===== src/rtl/rob_dual_commit_if.sv =====
// Reorder-buffer bus bundle: dispatcher allocation and operand lookup, the two CDB write-back
// channels, dual-lane register commit, LSB head release and IF redirect.
//   slave  : the reorder buffer (receives *_in signals, drives *_out signals)
//   master : the surrounding pipeline (or a testbench)
interface rob_dual_commit_if #(
  parameter int unsigned IDX_W  = 4,
  parameter int unsigned DATA_W = 32,
  parameter int unsigned ADDR_W = 32,
  parameter int unsigned REG_W  = 5
);
  logic              rdy_in;
  // Dispatcher
  logic              alloc_dp_in;
  logic [2:0]        op_type_dp_in;
  logic [REG_W-1:0]  dest_dp_in;
  logic              full_dp_out;
  logic [IDX_W-1:0]  rob_id_dp_out;
  logic [IDX_W-1:0]  rs1_id_dp_in;
  logic [IDX_W-1:0]  rs2_id_dp_in;
  logic              rs1_rdy_dp_out;
  logic              rs2_rdy_dp_out;
  logic [DATA_W-1:0] rs1_val_dp_out;
  logic [DATA_W-1:0] rs2_val_dp_out;
  // CDB write-back
  logic              wb_a_vld_in;
  logic [IDX_W-1:0]  wb_a_id_in;
  logic [DATA_W-1:0] wb_a_val_in;
  logic [ADDR_W-1:0] wb_a_pc_in;
  logic              wb_ls_vld_in;
  logic [IDX_W-1:0]  wb_ls_id_in;
  logic [DATA_W-1:0] wb_ls_val_in;
  // Commit / LSB / IF
  logic              cm0_vld_out;
  logic              cm1_vld_out;
  logic [REG_W-1:0]  cm0_dest_out;
  logic [REG_W-1:0]  cm1_dest_out;
  logic [DATA_W-1:0] cm0_val_out;
  logic [DATA_W-1:0] cm1_val_out;
  logic [IDX_W-1:0]  cm0_id_out;
  logic [IDX_W-1:0]  cm1_id_out;
  logic [IDX_W-1:0]  head_id_lsb_out;
  logic              flush_out;
  logic [ADDR_W-1:0] new_pc_if_out;

  modport slave (
    input  rdy_in, alloc_dp_in, op_type_dp_in, dest_dp_in, rs1_id_dp_in, rs2_id_dp_in,
           wb_a_vld_in, wb_a_id_in, wb_a_val_in, wb_a_pc_in,
           wb_ls_vld_in, wb_ls_id_in, wb_ls_val_in,
    output full_dp_out, rob_id_dp_out, rs1_rdy_dp_out, rs2_rdy_dp_out,
           rs1_val_dp_out, rs2_val_dp_out,
           cm0_vld_out, cm1_vld_out, cm0_dest_out, cm1_dest_out, cm0_val_out, cm1_val_out,
           cm0_id_out, cm1_id_out, head_id_lsb_out, flush_out, new_pc_if_out
  );

  modport master (
    output rdy_in, alloc_dp_in, op_type_dp_in, dest_dp_in, rs1_id_dp_in, rs2_id_dp_in,
           wb_a_vld_in, wb_a_id_in, wb_a_val_in, wb_a_pc_in,
           wb_ls_vld_in, wb_ls_id_in, wb_ls_val_in,
    input  full_dp_out, rob_id_dp_out, rs1_rdy_dp_out, rs2_rdy_dp_out,
           rs1_val_dp_out, rs2_val_dp_out,
           cm0_vld_out, cm1_vld_out, cm0_dest_out, cm1_dest_out, cm0_val_out, cm1_val_out,
           cm0_id_out, cm1_id_out, head_id_lsb_out, flush_out, new_pc_if_out
  );
endinterface


===== src/rtl/rob_dual_commit.sv =====
// Dual-commit reorder buffer. Circular queue of DEPTH entries allocated in order at the tail,
// completed out of order by the ALU and load/store CDB channels, retired up to two per cycle
// from the head. A retiring JUMP or taken BRANCH raises a one-cycle flush with its pc.
// Ports:
//   clk_in  : clock
//   rst_in  : asynchronous active-high reset
//   rob_if  : rob_dual_commit_if.slave (dispatch, operand lookup, write-back, commit, redirect)
module rob_dual_commit #(
  parameter int unsigned DEPTH       = 16,
  parameter int unsigned IDX_W       = 4,
  parameter int unsigned DATA_W      = 32,
  parameter int unsigned ADDR_W      = 32,
  parameter int unsigned REG_W       = 5,
  parameter int unsigned FULL_MARGIN = 2
) (
  input logic              clk_in,
  input logic              rst_in,
  rob_dual_commit_if.slave rob_if
);
  localparam logic [2:0] OpArith  = 3'd0;
  localparam logic [2:0] OpLoad   = 3'd1;
  localparam logic [2:0] OpStore  = 3'd2;
  localparam logic [2:0] OpBranch = 3'd3;
  localparam logic [2:0] OpJump   = 3'd4;
  localparam logic [IDX_W:0] DepthCnt  = (IDX_W+1)'(DEPTH);
  localparam logic [IDX_W:0] MarginCnt = (IDX_W+1)'(FULL_MARGIN);

  logic [DEPTH-1:0]  r_valid, r_ready;
  logic [2:0]        r_op   [DEPTH];
  logic [REG_W-1:0]  r_dest [DEPTH];
  logic [DATA_W-1:0] r_val  [DEPTH];
  logic [ADDR_W-1:0] r_pc   [DEPTH];
  logic [IDX_W-1:0]  r_head, r_tail;
  logic [IDX_W:0]    r_count;

  logic              r_cm0_vld, r_cm1_vld, r_flush;
  logic [REG_W-1:0]  r_cm0_dest, r_cm1_dest;
  logic [DATA_W-1:0] r_cm0_val, r_cm1_val;
  logic [IDX_W-1:0]  r_cm0_id, r_cm1_id;
  logic [ADDR_W-1:0] r_new_pc;

  logic [IDX_W-1:0] w_head1;
  logic [2:0]       w_op0, w_op1;
  logic             w_full, w_alloc, w_wb_a, w_wb_ls;
  logic             w_lane0, w_lane1, w_redir0, w_redir1;
  logic [IDX_W:0]   w_retired, w_count_d;
  logic             w_a_hit1, w_a_hit2, w_ls_hit1, w_ls_hit2;

  assign w_head1 = r_head + 1'b1;  // power-of-two depth wraps naturally
  assign w_op0   = r_op[r_head];
  assign w_op1   = r_op[w_head1];

  assign w_full  = (DepthCnt - r_count) <= MarginCnt;
  // Nothing moves during the flush cycle; allocation beyond the full mark is dropped.
  assign w_alloc = rob_if.rdy_in && rob_if.alloc_dp_in && !r_flush && !w_full;
  assign w_wb_a  = rob_if.rdy_in && !r_flush && rob_if.wb_a_vld_in && r_valid[rob_if.wb_a_id_in];
  assign w_wb_ls = rob_if.rdy_in && !r_flush && rob_if.wb_ls_vld_in
                   && r_valid[rob_if.wb_ls_id_in];

  assign w_lane0  = rob_if.rdy_in && !r_flush && r_valid[r_head] && r_ready[r_head];
  assign w_redir0 = (w_op0 == OpJump) || (w_op0 == OpBranch && r_val[r_head][0]);
  // Second lane never retires past a redirect, and the LSB releases one store per cycle.
  assign w_lane1  = w_lane0 && !w_redir0 && r_valid[w_head1] && r_ready[w_head1]
                    && !(w_op0 == OpStore && w_op1 == OpStore);
  assign w_redir1 = (w_op1 == OpJump) || (w_op1 == OpBranch && r_val[w_head1][0]);

  assign w_retired = (IDX_W+1)'(w_lane0) + (IDX_W+1)'(w_lane1);
  assign w_count_d = r_count + (IDX_W+1)'(w_alloc) - w_retired;

  // Operand lookup with same-cycle CDB forwarding; ALU value wins on a double hit.
  assign w_a_hit1  = rob_if.wb_a_vld_in  && (rob_if.wb_a_id_in  == rob_if.rs1_id_dp_in);
  assign w_a_hit2  = rob_if.wb_a_vld_in  && (rob_if.wb_a_id_in  == rob_if.rs2_id_dp_in);
  assign w_ls_hit1 = rob_if.wb_ls_vld_in && (rob_if.wb_ls_id_in == rob_if.rs1_id_dp_in);
  assign w_ls_hit2 = rob_if.wb_ls_vld_in && (rob_if.wb_ls_id_in == rob_if.rs2_id_dp_in);

  assign rob_if.rs1_rdy_dp_out = r_ready[rob_if.rs1_id_dp_in] || w_a_hit1 || w_ls_hit1;
  assign rob_if.rs2_rdy_dp_out = r_ready[rob_if.rs2_id_dp_in] || w_a_hit2 || w_ls_hit2;
  assign rob_if.rs1_val_dp_out = w_a_hit1  ? rob_if.wb_a_val_in  :
                                 w_ls_hit1 ? rob_if.wb_ls_val_in : r_val[rob_if.rs1_id_dp_in];
  assign rob_if.rs2_val_dp_out = w_a_hit2  ? rob_if.wb_a_val_in  :
                                 w_ls_hit2 ? rob_if.wb_ls_val_in : r_val[rob_if.rs2_id_dp_in];

  assign rob_if.full_dp_out     = w_full;
  assign rob_if.rob_id_dp_out   = r_tail;
  assign rob_if.head_id_lsb_out = r_head;
  assign rob_if.cm0_vld_out     = r_cm0_vld;
  assign rob_if.cm1_vld_out     = r_cm1_vld;
  assign rob_if.cm0_dest_out    = r_cm0_dest;
  assign rob_if.cm1_dest_out    = r_cm1_dest;
  assign rob_if.cm0_val_out     = r_cm0_val;
  assign rob_if.cm1_val_out     = r_cm1_val;
  assign rob_if.cm0_id_out      = r_cm0_id;
  assign rob_if.cm1_id_out      = r_cm1_id;
  assign rob_if.flush_out       = r_flush;
  assign rob_if.new_pc_if_out   = r_new_pc;

  // Control state and registered commit/redirect outputs.
  always_ff @(posedge clk_in or posedge rst_in) begin
    if (rst_in) begin
      r_valid    <= '0;
      r_ready    <= '0;
      r_head     <= '0;
      r_tail     <= '0;
      r_count    <= '0;
      r_cm0_vld  <= 1'b0;
      r_cm1_vld  <= 1'b0;
      r_cm0_dest <= '0;
      r_cm1_dest <= '0;
      r_cm0_val  <= '0;
      r_cm1_val  <= '0;
      r_cm0_id   <= '0;
      r_cm1_id   <= '0;
      r_flush    <= 1'b0;
      r_new_pc   <= '0;
    end else if (rob_if.rdy_in) begin
      if (r_flush) begin
        r_valid    <= '0;
        r_ready    <= '0;
        r_head     <= '0;
        r_tail     <= '0;
        r_count    <= '0;
        r_cm0_vld  <= 1'b0;
        r_cm1_vld  <= 1'b0;
        r_cm0_dest <= '0;
        r_cm1_dest <= '0;
        r_cm0_val  <= '0;
        r_cm1_val  <= '0;
        r_cm0_id   <= '0;
        r_cm1_id   <= '0;
        r_flush    <= 1'b0;
        r_new_pc   <= '0;
      end else begin
        if (w_wb_ls) r_ready[rob_if.wb_ls_id_in] <= 1'b1;
        if (w_wb_a)  r_ready[rob_if.wb_a_id_in]  <= 1'b1;
        if (w_lane0) begin
          r_valid[r_head] <= 1'b0;
          r_ready[r_head] <= 1'b0;
        end
        if (w_lane1) begin
          r_valid[w_head1] <= 1'b0;
          r_ready[w_head1] <= 1'b0;
        end
        if (w_alloc) begin
          r_valid[r_tail] <= 1'b1;
          r_ready[r_tail] <= 1'b0;
          r_tail          <= r_tail + 1'b1;
        end
        r_head     <= r_head + IDX_W'(w_retired);
        r_count    <= w_count_d;
        r_cm0_vld  <= w_lane0 && (w_op0 inside {OpArith, OpLoad, OpJump});
        r_cm1_vld  <= w_lane1 && (w_op1 inside {OpArith, OpLoad, OpJump});
        r_cm0_dest <= w_lane0 ? r_dest[r_head]  : '0;
        r_cm1_dest <= w_lane1 ? r_dest[w_head1] : '0;
        r_cm0_val  <= w_lane0 ? r_val[r_head]   : '0;
        r_cm1_val  <= w_lane1 ? r_val[w_head1]  : '0;
        r_cm0_id   <= w_lane0 ? r_head          : '0;
        r_cm1_id   <= w_lane1 ? w_head1         : '0;
        r_flush    <= (w_lane0 && w_redir0) || (w_lane1 && w_redir1);
        r_new_pc   <= (w_lane0 && w_redir0) ? r_pc[r_head]  :
                      (w_lane1 && w_redir1) ? r_pc[w_head1] : '0;
      end
    end
  end

  // Entry payload; validity lives in r_valid, so no reset is needed here.
  always_ff @(posedge clk_in) begin
    if (w_alloc) begin
      r_op[r_tail]   <= rob_if.op_type_dp_in;
      r_dest[r_tail] <= rob_if.dest_dp_in;
      r_val[r_tail]  <= '0;
      r_pc[r_tail]   <= '0;
    end
    if (w_wb_ls && r_op[rob_if.wb_ls_id_in] == OpLoad) begin
      r_val[rob_if.wb_ls_id_in] <= rob_if.wb_ls_val_in;
    end
    if (w_wb_a) begin
      r_val[rob_if.wb_a_id_in] <= rob_if.wb_a_val_in;
      r_pc[rob_if.wb_a_id_in]  <= rob_if.wb_a_pc_in;
    end
  end
endmodule


===== src/flat_wrapper.sv =====
// flat-port wrapper written by rule: the top's interface ports become plain ports
module rob_dual_commit_flat 
#(
  parameter int unsigned DEPTH       = 16,
  parameter int unsigned IDX_W       = 4,
  parameter int unsigned DATA_W      = 32,
  parameter int unsigned ADDR_W      = 32,
  parameter int unsigned REG_W       = 5,
  parameter int unsigned FULL_MARGIN = 2
)
  (clk_in, rst_in, rob_if_rdy_in, rob_if_alloc_dp_in, rob_if_op_type_dp_in, rob_if_dest_dp_in, rob_if_rs1_id_dp_in, rob_if_rs2_id_dp_in, rob_if_wb_a_vld_in, rob_if_wb_a_id_in, rob_if_wb_a_val_in, rob_if_wb_a_pc_in, rob_if_wb_ls_vld_in, rob_if_wb_ls_id_in, rob_if_wb_ls_val_in, rob_if_full_dp_out, rob_if_rob_id_dp_out, rob_if_rs1_rdy_dp_out, rob_if_rs2_rdy_dp_out, rob_if_rs1_val_dp_out, rob_if_rs2_val_dp_out, rob_if_cm0_vld_out, rob_if_cm1_vld_out, rob_if_cm0_dest_out, rob_if_cm1_dest_out, rob_if_cm0_val_out, rob_if_cm1_val_out, rob_if_cm0_id_out, rob_if_cm1_id_out, rob_if_head_id_lsb_out, rob_if_flush_out, rob_if_new_pc_if_out);
  rob_dual_commit_if #(.IDX_W(IDX_W), .DATA_W(DATA_W), .ADDR_W(ADDR_W), .REG_W(REG_W)) rob_if_i ();
  input logic clk_in;
  input logic rst_in;
  input wire logic [$bits(rob_if_i.rdy_in)-1:0] rob_if_rdy_in;
  input wire logic [$bits(rob_if_i.alloc_dp_in)-1:0] rob_if_alloc_dp_in;
  input wire logic [$bits(rob_if_i.op_type_dp_in)-1:0] rob_if_op_type_dp_in;
  input wire logic [$bits(rob_if_i.dest_dp_in)-1:0] rob_if_dest_dp_in;
  input wire logic [$bits(rob_if_i.rs1_id_dp_in)-1:0] rob_if_rs1_id_dp_in;
  input wire logic [$bits(rob_if_i.rs2_id_dp_in)-1:0] rob_if_rs2_id_dp_in;
  input wire logic [$bits(rob_if_i.wb_a_vld_in)-1:0] rob_if_wb_a_vld_in;
  input wire logic [$bits(rob_if_i.wb_a_id_in)-1:0] rob_if_wb_a_id_in;
  input wire logic [$bits(rob_if_i.wb_a_val_in)-1:0] rob_if_wb_a_val_in;
  input wire logic [$bits(rob_if_i.wb_a_pc_in)-1:0] rob_if_wb_a_pc_in;
  input wire logic [$bits(rob_if_i.wb_ls_vld_in)-1:0] rob_if_wb_ls_vld_in;
  input wire logic [$bits(rob_if_i.wb_ls_id_in)-1:0] rob_if_wb_ls_id_in;
  input wire logic [$bits(rob_if_i.wb_ls_val_in)-1:0] rob_if_wb_ls_val_in;
  output wire logic [$bits(rob_if_i.full_dp_out)-1:0] rob_if_full_dp_out;
  output wire logic [$bits(rob_if_i.rob_id_dp_out)-1:0] rob_if_rob_id_dp_out;
  output wire logic [$bits(rob_if_i.rs1_rdy_dp_out)-1:0] rob_if_rs1_rdy_dp_out;
  output wire logic [$bits(rob_if_i.rs2_rdy_dp_out)-1:0] rob_if_rs2_rdy_dp_out;
  output wire logic [$bits(rob_if_i.rs1_val_dp_out)-1:0] rob_if_rs1_val_dp_out;
  output wire logic [$bits(rob_if_i.rs2_val_dp_out)-1:0] rob_if_rs2_val_dp_out;
  output wire logic [$bits(rob_if_i.cm0_vld_out)-1:0] rob_if_cm0_vld_out;
  output wire logic [$bits(rob_if_i.cm1_vld_out)-1:0] rob_if_cm1_vld_out;
  output wire logic [$bits(rob_if_i.cm0_dest_out)-1:0] rob_if_cm0_dest_out;
  output wire logic [$bits(rob_if_i.cm1_dest_out)-1:0] rob_if_cm1_dest_out;
  output wire logic [$bits(rob_if_i.cm0_val_out)-1:0] rob_if_cm0_val_out;
  output wire logic [$bits(rob_if_i.cm1_val_out)-1:0] rob_if_cm1_val_out;
  output wire logic [$bits(rob_if_i.cm0_id_out)-1:0] rob_if_cm0_id_out;
  output wire logic [$bits(rob_if_i.cm1_id_out)-1:0] rob_if_cm1_id_out;
  output wire logic [$bits(rob_if_i.head_id_lsb_out)-1:0] rob_if_head_id_lsb_out;
  output wire logic [$bits(rob_if_i.flush_out)-1:0] rob_if_flush_out;
  output wire logic [$bits(rob_if_i.new_pc_if_out)-1:0] rob_if_new_pc_if_out;
  assign rob_if_i.rdy_in = rob_if_rdy_in;
  assign rob_if_i.alloc_dp_in = rob_if_alloc_dp_in;
  assign rob_if_i.op_type_dp_in = rob_if_op_type_dp_in;
  assign rob_if_i.dest_dp_in = rob_if_dest_dp_in;
  assign rob_if_i.rs1_id_dp_in = rob_if_rs1_id_dp_in;
  assign rob_if_i.rs2_id_dp_in = rob_if_rs2_id_dp_in;
  assign rob_if_i.wb_a_vld_in = rob_if_wb_a_vld_in;
  assign rob_if_i.wb_a_id_in = rob_if_wb_a_id_in;
  assign rob_if_i.wb_a_val_in = rob_if_wb_a_val_in;
  assign rob_if_i.wb_a_pc_in = rob_if_wb_a_pc_in;
  assign rob_if_i.wb_ls_vld_in = rob_if_wb_ls_vld_in;
  assign rob_if_i.wb_ls_id_in = rob_if_wb_ls_id_in;
  assign rob_if_i.wb_ls_val_in = rob_if_wb_ls_val_in;
  assign rob_if_full_dp_out = rob_if_i.full_dp_out;
  assign rob_if_rob_id_dp_out = rob_if_i.rob_id_dp_out;
  assign rob_if_rs1_rdy_dp_out = rob_if_i.rs1_rdy_dp_out;
  assign rob_if_rs2_rdy_dp_out = rob_if_i.rs2_rdy_dp_out;
  assign rob_if_rs1_val_dp_out = rob_if_i.rs1_val_dp_out;
  assign rob_if_rs2_val_dp_out = rob_if_i.rs2_val_dp_out;
  assign rob_if_cm0_vld_out = rob_if_i.cm0_vld_out;
  assign rob_if_cm1_vld_out = rob_if_i.cm1_vld_out;
  assign rob_if_cm0_dest_out = rob_if_i.cm0_dest_out;
  assign rob_if_cm1_dest_out = rob_if_i.cm1_dest_out;
  assign rob_if_cm0_val_out = rob_if_i.cm0_val_out;
  assign rob_if_cm1_val_out = rob_if_i.cm1_val_out;
  assign rob_if_cm0_id_out = rob_if_i.cm0_id_out;
  assign rob_if_cm1_id_out = rob_if_i.cm1_id_out;
  assign rob_if_head_id_lsb_out = rob_if_i.head_id_lsb_out;
  assign rob_if_flush_out = rob_if_i.flush_out;
  assign rob_if_new_pc_if_out = rob_if_i.new_pc_if_out;
  rob_dual_commit #(.DEPTH(DEPTH), .IDX_W(IDX_W), .DATA_W(DATA_W), .ADDR_W(ADDR_W), .REG_W(REG_W), .FULL_MARGIN(FULL_MARGIN)) u_core (.clk_in(clk_in), .rst_in(rst_in), .rob_if(rob_if_i));
endmodule

===== config.mk =====
export PLATFORM = sky130hd
export DESIGN_NAME = rob_dual_commit_flat
export DESIGN_NICKNAME = d
export VERILOG_FILES = /design/src/rtl/rob_dual_commit_if.sv /design/src/rtl/rob_dual_commit.sv /design/src/flat_wrapper.sv
export SDC_FILE = /design/constraint.sdc
export NUM_CORES = 2
export LEC_CHECK = 0
export BUFFER_PORTS_ARGS = -buffer_cell sky130_fd_sc_hd__buf_2
export CAP_MARGIN = 5
export CORE_ASPECT_RATIO = 0.7
export CORE_MARGIN = 10
export CORE_UTILIZATION = 39
export CTS_CLUSTER_SIZE = 24
export DETAILED_ROUTE_END_ITERATION = 6
export PLACE_DENSITY_LB_ADDON = 0.2
export RECOVER_POWER = 100
export SYNTH_ARGS = -nofsm -noshare
export SYNTH_HDL_FRONTEND = slang
export SYNTH_SLANG_ARGS = --single-unit

===== constraint.sdc =====
create_clock -name clk_in -period 7.52 [get_ports clk_in]
set_input_delay 1.504 -clock clk_in [delete_from_list [all_inputs] [get_ports clk_in]]
set_output_delay 1.504 -clock clk_in [all_outputs]
set_load 0.005 [all_outputs]

==> results.py <==
metrics = {
    "clocking": {
        "cts_made_buffers": 145,
        "clkTransAtPathRegs_ns": 0.06,
        "htree_levels": 4,
        "post_cts_resized": 0,
        "cts-root-buf": "clkbuf_16",
        "cts_tree": "done",
        "cts_setup_buffers": 0,
        "clock_sinks": 1314,
        "insertion_delay_ns": 0.82,
        "ctsHoldBuffers": 0,
        "clk_path_buf_depth": 3,
    },
    "synthesis": {
        "synth-seq-area-share_pct": 49.1,
        "synth_cell_types": 63,
        "syn_inst": 4954,
        "ys_warn_count": 0,
        "syn_area_mm2": 0.0786,
        "ys_ff_latch": 1314,
        "synth_top_flop_cell": "edfxtp_1",
        "syn_area_per_cell_um2": 15.9,
        "synth_nets": 5106,
        "async_reset_ff_share_pct": 12.3,
        "synth_edf_count": 1152,
    },
    "grt": {
        "grt_pass1_wl_mm": 434,
        "grt_max_degree": 137,
        "antenna_found_initial": 37,
        "grt_pass1_vias": 53472,
        "grt_util_all_layers_pct": 27.4,
        "overflow": 0,
    },
    "worst_setup_path": {
        "crit_fanout": 34,
        "cp.arrival_ns": 7.65,
        "critPathKind": "input port to flip-flop",
        "reg2reg_from": "u_core.rob_if.head_id_lsb_out[0]",
        "r2r_cells": 10,
        "endpoint_kind": "flip-flop",
        "required_ns": 8.06,
        "rr_endpoint": "u_core.rob_if.new_pc_if_out[6]",
        "cp-start-kind": "input port",
        "r2r_slack_ns": 0.72,
    },
    "sta": {
        "fmax_mhz": 141,
        "hold_viol_final": 0,
        "finalSetupViolCount": 0,
        "finClkSkew_ns": 0.0618,
        "setup_slack_ns": 0.415,
        "rsz0062_at_grt": "no",
        "fin_crit_ns": 7.11,
        "slew_viol_final": 2148,
        "finalSetupTns_ns": 0,
        "hold_slack_ns": 0.485,
        "tightest_slew_ns": 5.29,
        "period_share_pct": 94.5,
        "slew_headroom_pct": -252,
    },
    "final_layout": {
        "syn2layout_area_growth_pct": 10.4,
        "drive_above_1_share_pct": 32.1,
        "fin_nets": 5052,
        "stdcell_count": 7678,
        "stdcell_area_mm2": 0.0868,
        "final_util_pct": 43.4,
    },
    "die": {
        "die_width_um": 557,
        "start_util_pct": 39.3,
        "coreArea_mm2": 0.200,
        "die_h_um": 396,
        "dieArea_mm2": 0.220,
        "rows": 137,
        "num_io_pins": 318,
    },
    "status": {
        "status": "finished, violations left",
        "violations": "design-rule violations, max-capacitance violations, max-slew violations",
    },
    "worst_hold_path": {
        "hold_path_class": "flip-flop to flip-flop",
        "whs_path_depth": 1,
        "hold_end": "u_core.rob_if.cm0_id_out[3]",
        "min_from": "u_core.rob_if.cm0_id_out[3]",
    },
    "routing": {
        "vias": 54699,
        "drt-total-wl_mm": 311,
        "drt_first_pass_iters": 7,
        "first_iter_violations": 8265,
        "via_per_inst": 7.12,
        "ant_nets": 0,
        "drc_errors": 2,
        "wire_per_inst_um": 40.5,
    },
    "place": {
        "io_buffers": 317,
        "dp_cells": 7394,
        "place_congestion": 0.913,
        "dpl.hpwl_mm": 172,
        "dp_slack_ns": 1.28,
        "placed_cell_area_mm2": 0.0827,
    },
    "power_and_ir_drop": {
        "leakage_nw": 29.4,
        "power_mw": 27.2,
        "ir_drop_v": 0.000374,
        "p_per_area_mw_per_mm2": 314,
    },
    "run": {
        "maxCapViolCount": 59,
    },
}
report_power, final:
part | switching, mW | total (mW) | internal [mW]
Sequential | 0.646 | 9.26 | 8.62
Clock | 3.25 | 7.23 | 3.98
Combinational | 5.61 | 10.7 | 5.12
Total | 9.50 | 27.2 | 17.7
final cells by class:
type / instances / area [um2]
Clock buffer: 185 / 3890
Clock inverter: 81 / 782
Inverter: 50 / 198
Tap cell: 2641 / 3300
Timing Repair Buffer: 466 / 2470
Fill cell: 17646 / 113000
Antenna cell: 18 / 45.0
Multi-Input combinational cell: 2923 / 37500
Sequential cell: 1314 / 38700
worst max-delay path, stage by stage:
cell and delay [ns]:
clkbuf_1 0.15, clkbuf_1 1.24, nor2b_1 0.27, clkbuf_1 0.69
nand2_1 0.23, nor2_1 0.17, nand3_1 0.29, nor3_1 0.23
clkbuf_2 1.37, nor2_4 0.01, clkbuf_2 0.95, a22o_1 0.50
routing by layer:
layer / part of all wire (%) / global-route usage [%] / vias up
met2: 44 / 39.9 / 4287
met5: 0.015 / 0 / -
met3: 13 / 9.15 / 732
li1: - / - / 20788
met4: 4.2 / 10.5 / 8
met1: 39 / 38.0 / 28884
registers in the layout (all words and copies together) (netlist names):
name / cells
u_core.rob_if.rob_id_dp_out: 4
u_core.r_op: 48
u_core.rob_if.cm0_val_out: 32
u_core.rob_if.cm1_val_out: 32
u_core.rob_if.cm1_dest_out: 5
u_core.rob_if.flush_out: 1
u_core.rob_if.cm0_dest_out: 5
u_core.rob_if.new_pc_if_out: 32
u_core.r_valid: 16
u_core.r_ready: 16
u_core.rob_if.cm0_vld_out: 1
u_core.rob_if.head_id_lsb_out: 4
u_core.rob_if.cm0_id_out: 4
u_core.r_val: 512
u_core.rob_if.cm1_vld_out: 1
u_core.r_dest: 80
u_core.r_pc: 512
u_core.rob_if.cm1_id_out: 4
u_core.r_count: 5
worst max path at each step:
stage | from | end | slack, ns | cells after the start
final | rob_if_rdy_in | u_core.r_val[8][7] | 0.41 | 12
after global routing | rob_if_rdy_in | u_core.r_pc[10][6] | 0.35 | 10
after CTS | u_core.rob_if.head_id_lsb_out[0] | u_core.r_count[4] | 1.23 | 24
after detailed placement | u_core.rob_if.head_id_lsb_out[0] | u_core.rob_if.new_pc_if_out[5] | 1.28 | 10
after global placement | u_core.rob_if.head_id_lsb_out[0] | u_core.r_count[4] | 1.24 | 23
after floorplan | rob_if_wb_a_id_in[0] | u_core.r_val[15][0] | 1.42 | 5
cell usage in the layout (no fill, tap or decap), types with 82 or more instances in the layout:
cell type,Yosys,routed
buf_2,71,136
and2_1,231,135
clkbuf_1,470,225
edfxtp_1,1152,1152
nand2_1,155,155
and3_1,294,294
clkbuf_16,0,147
dfrtp_1,162,160
mux4_2,1064,1064
a22o_1,594,594
and2_0,0,96
o21ai_0,80,82
cell families (layout without fill, tap and decap cells):
kind of cell    Yosys count  count (layout)  synth area share [%]
buf+inv                 717             782                  3.57
fa+ha+maj                26              26                 0.433
xor+xnor                 24              24                 0.291
mux                    1136            1136                  31.4
other cells               0              18                     0
compound gates          833             833                  8.72
simple gates            904             904                  6.44
flops                  1314            1314                  49.1
synthesized netlist by cell type (64+ instances only):
library cell | instances | share of area, %
mux2i_1 | 72 | 0.92
nand2_1 | 155 | 0.74
mux4_2 | 1064 | 30
clkbuf_1 | 470 | 2.2
a22o_1 | 594 | 6.6
and3_1 | 294 | 2.3
buf_2 | 71 | 0.45
buf_1 | 120 | 0.57
nor2_1 | 64 | 0.31
o21ai_0 | 80 | 0.51
dfrtp_1 | 162 | 5.2
edfxtp_1 | 1152 | 44
and2_1 | 231 | 1.8
Note: power is estimated with default switching activity, not from simulation.
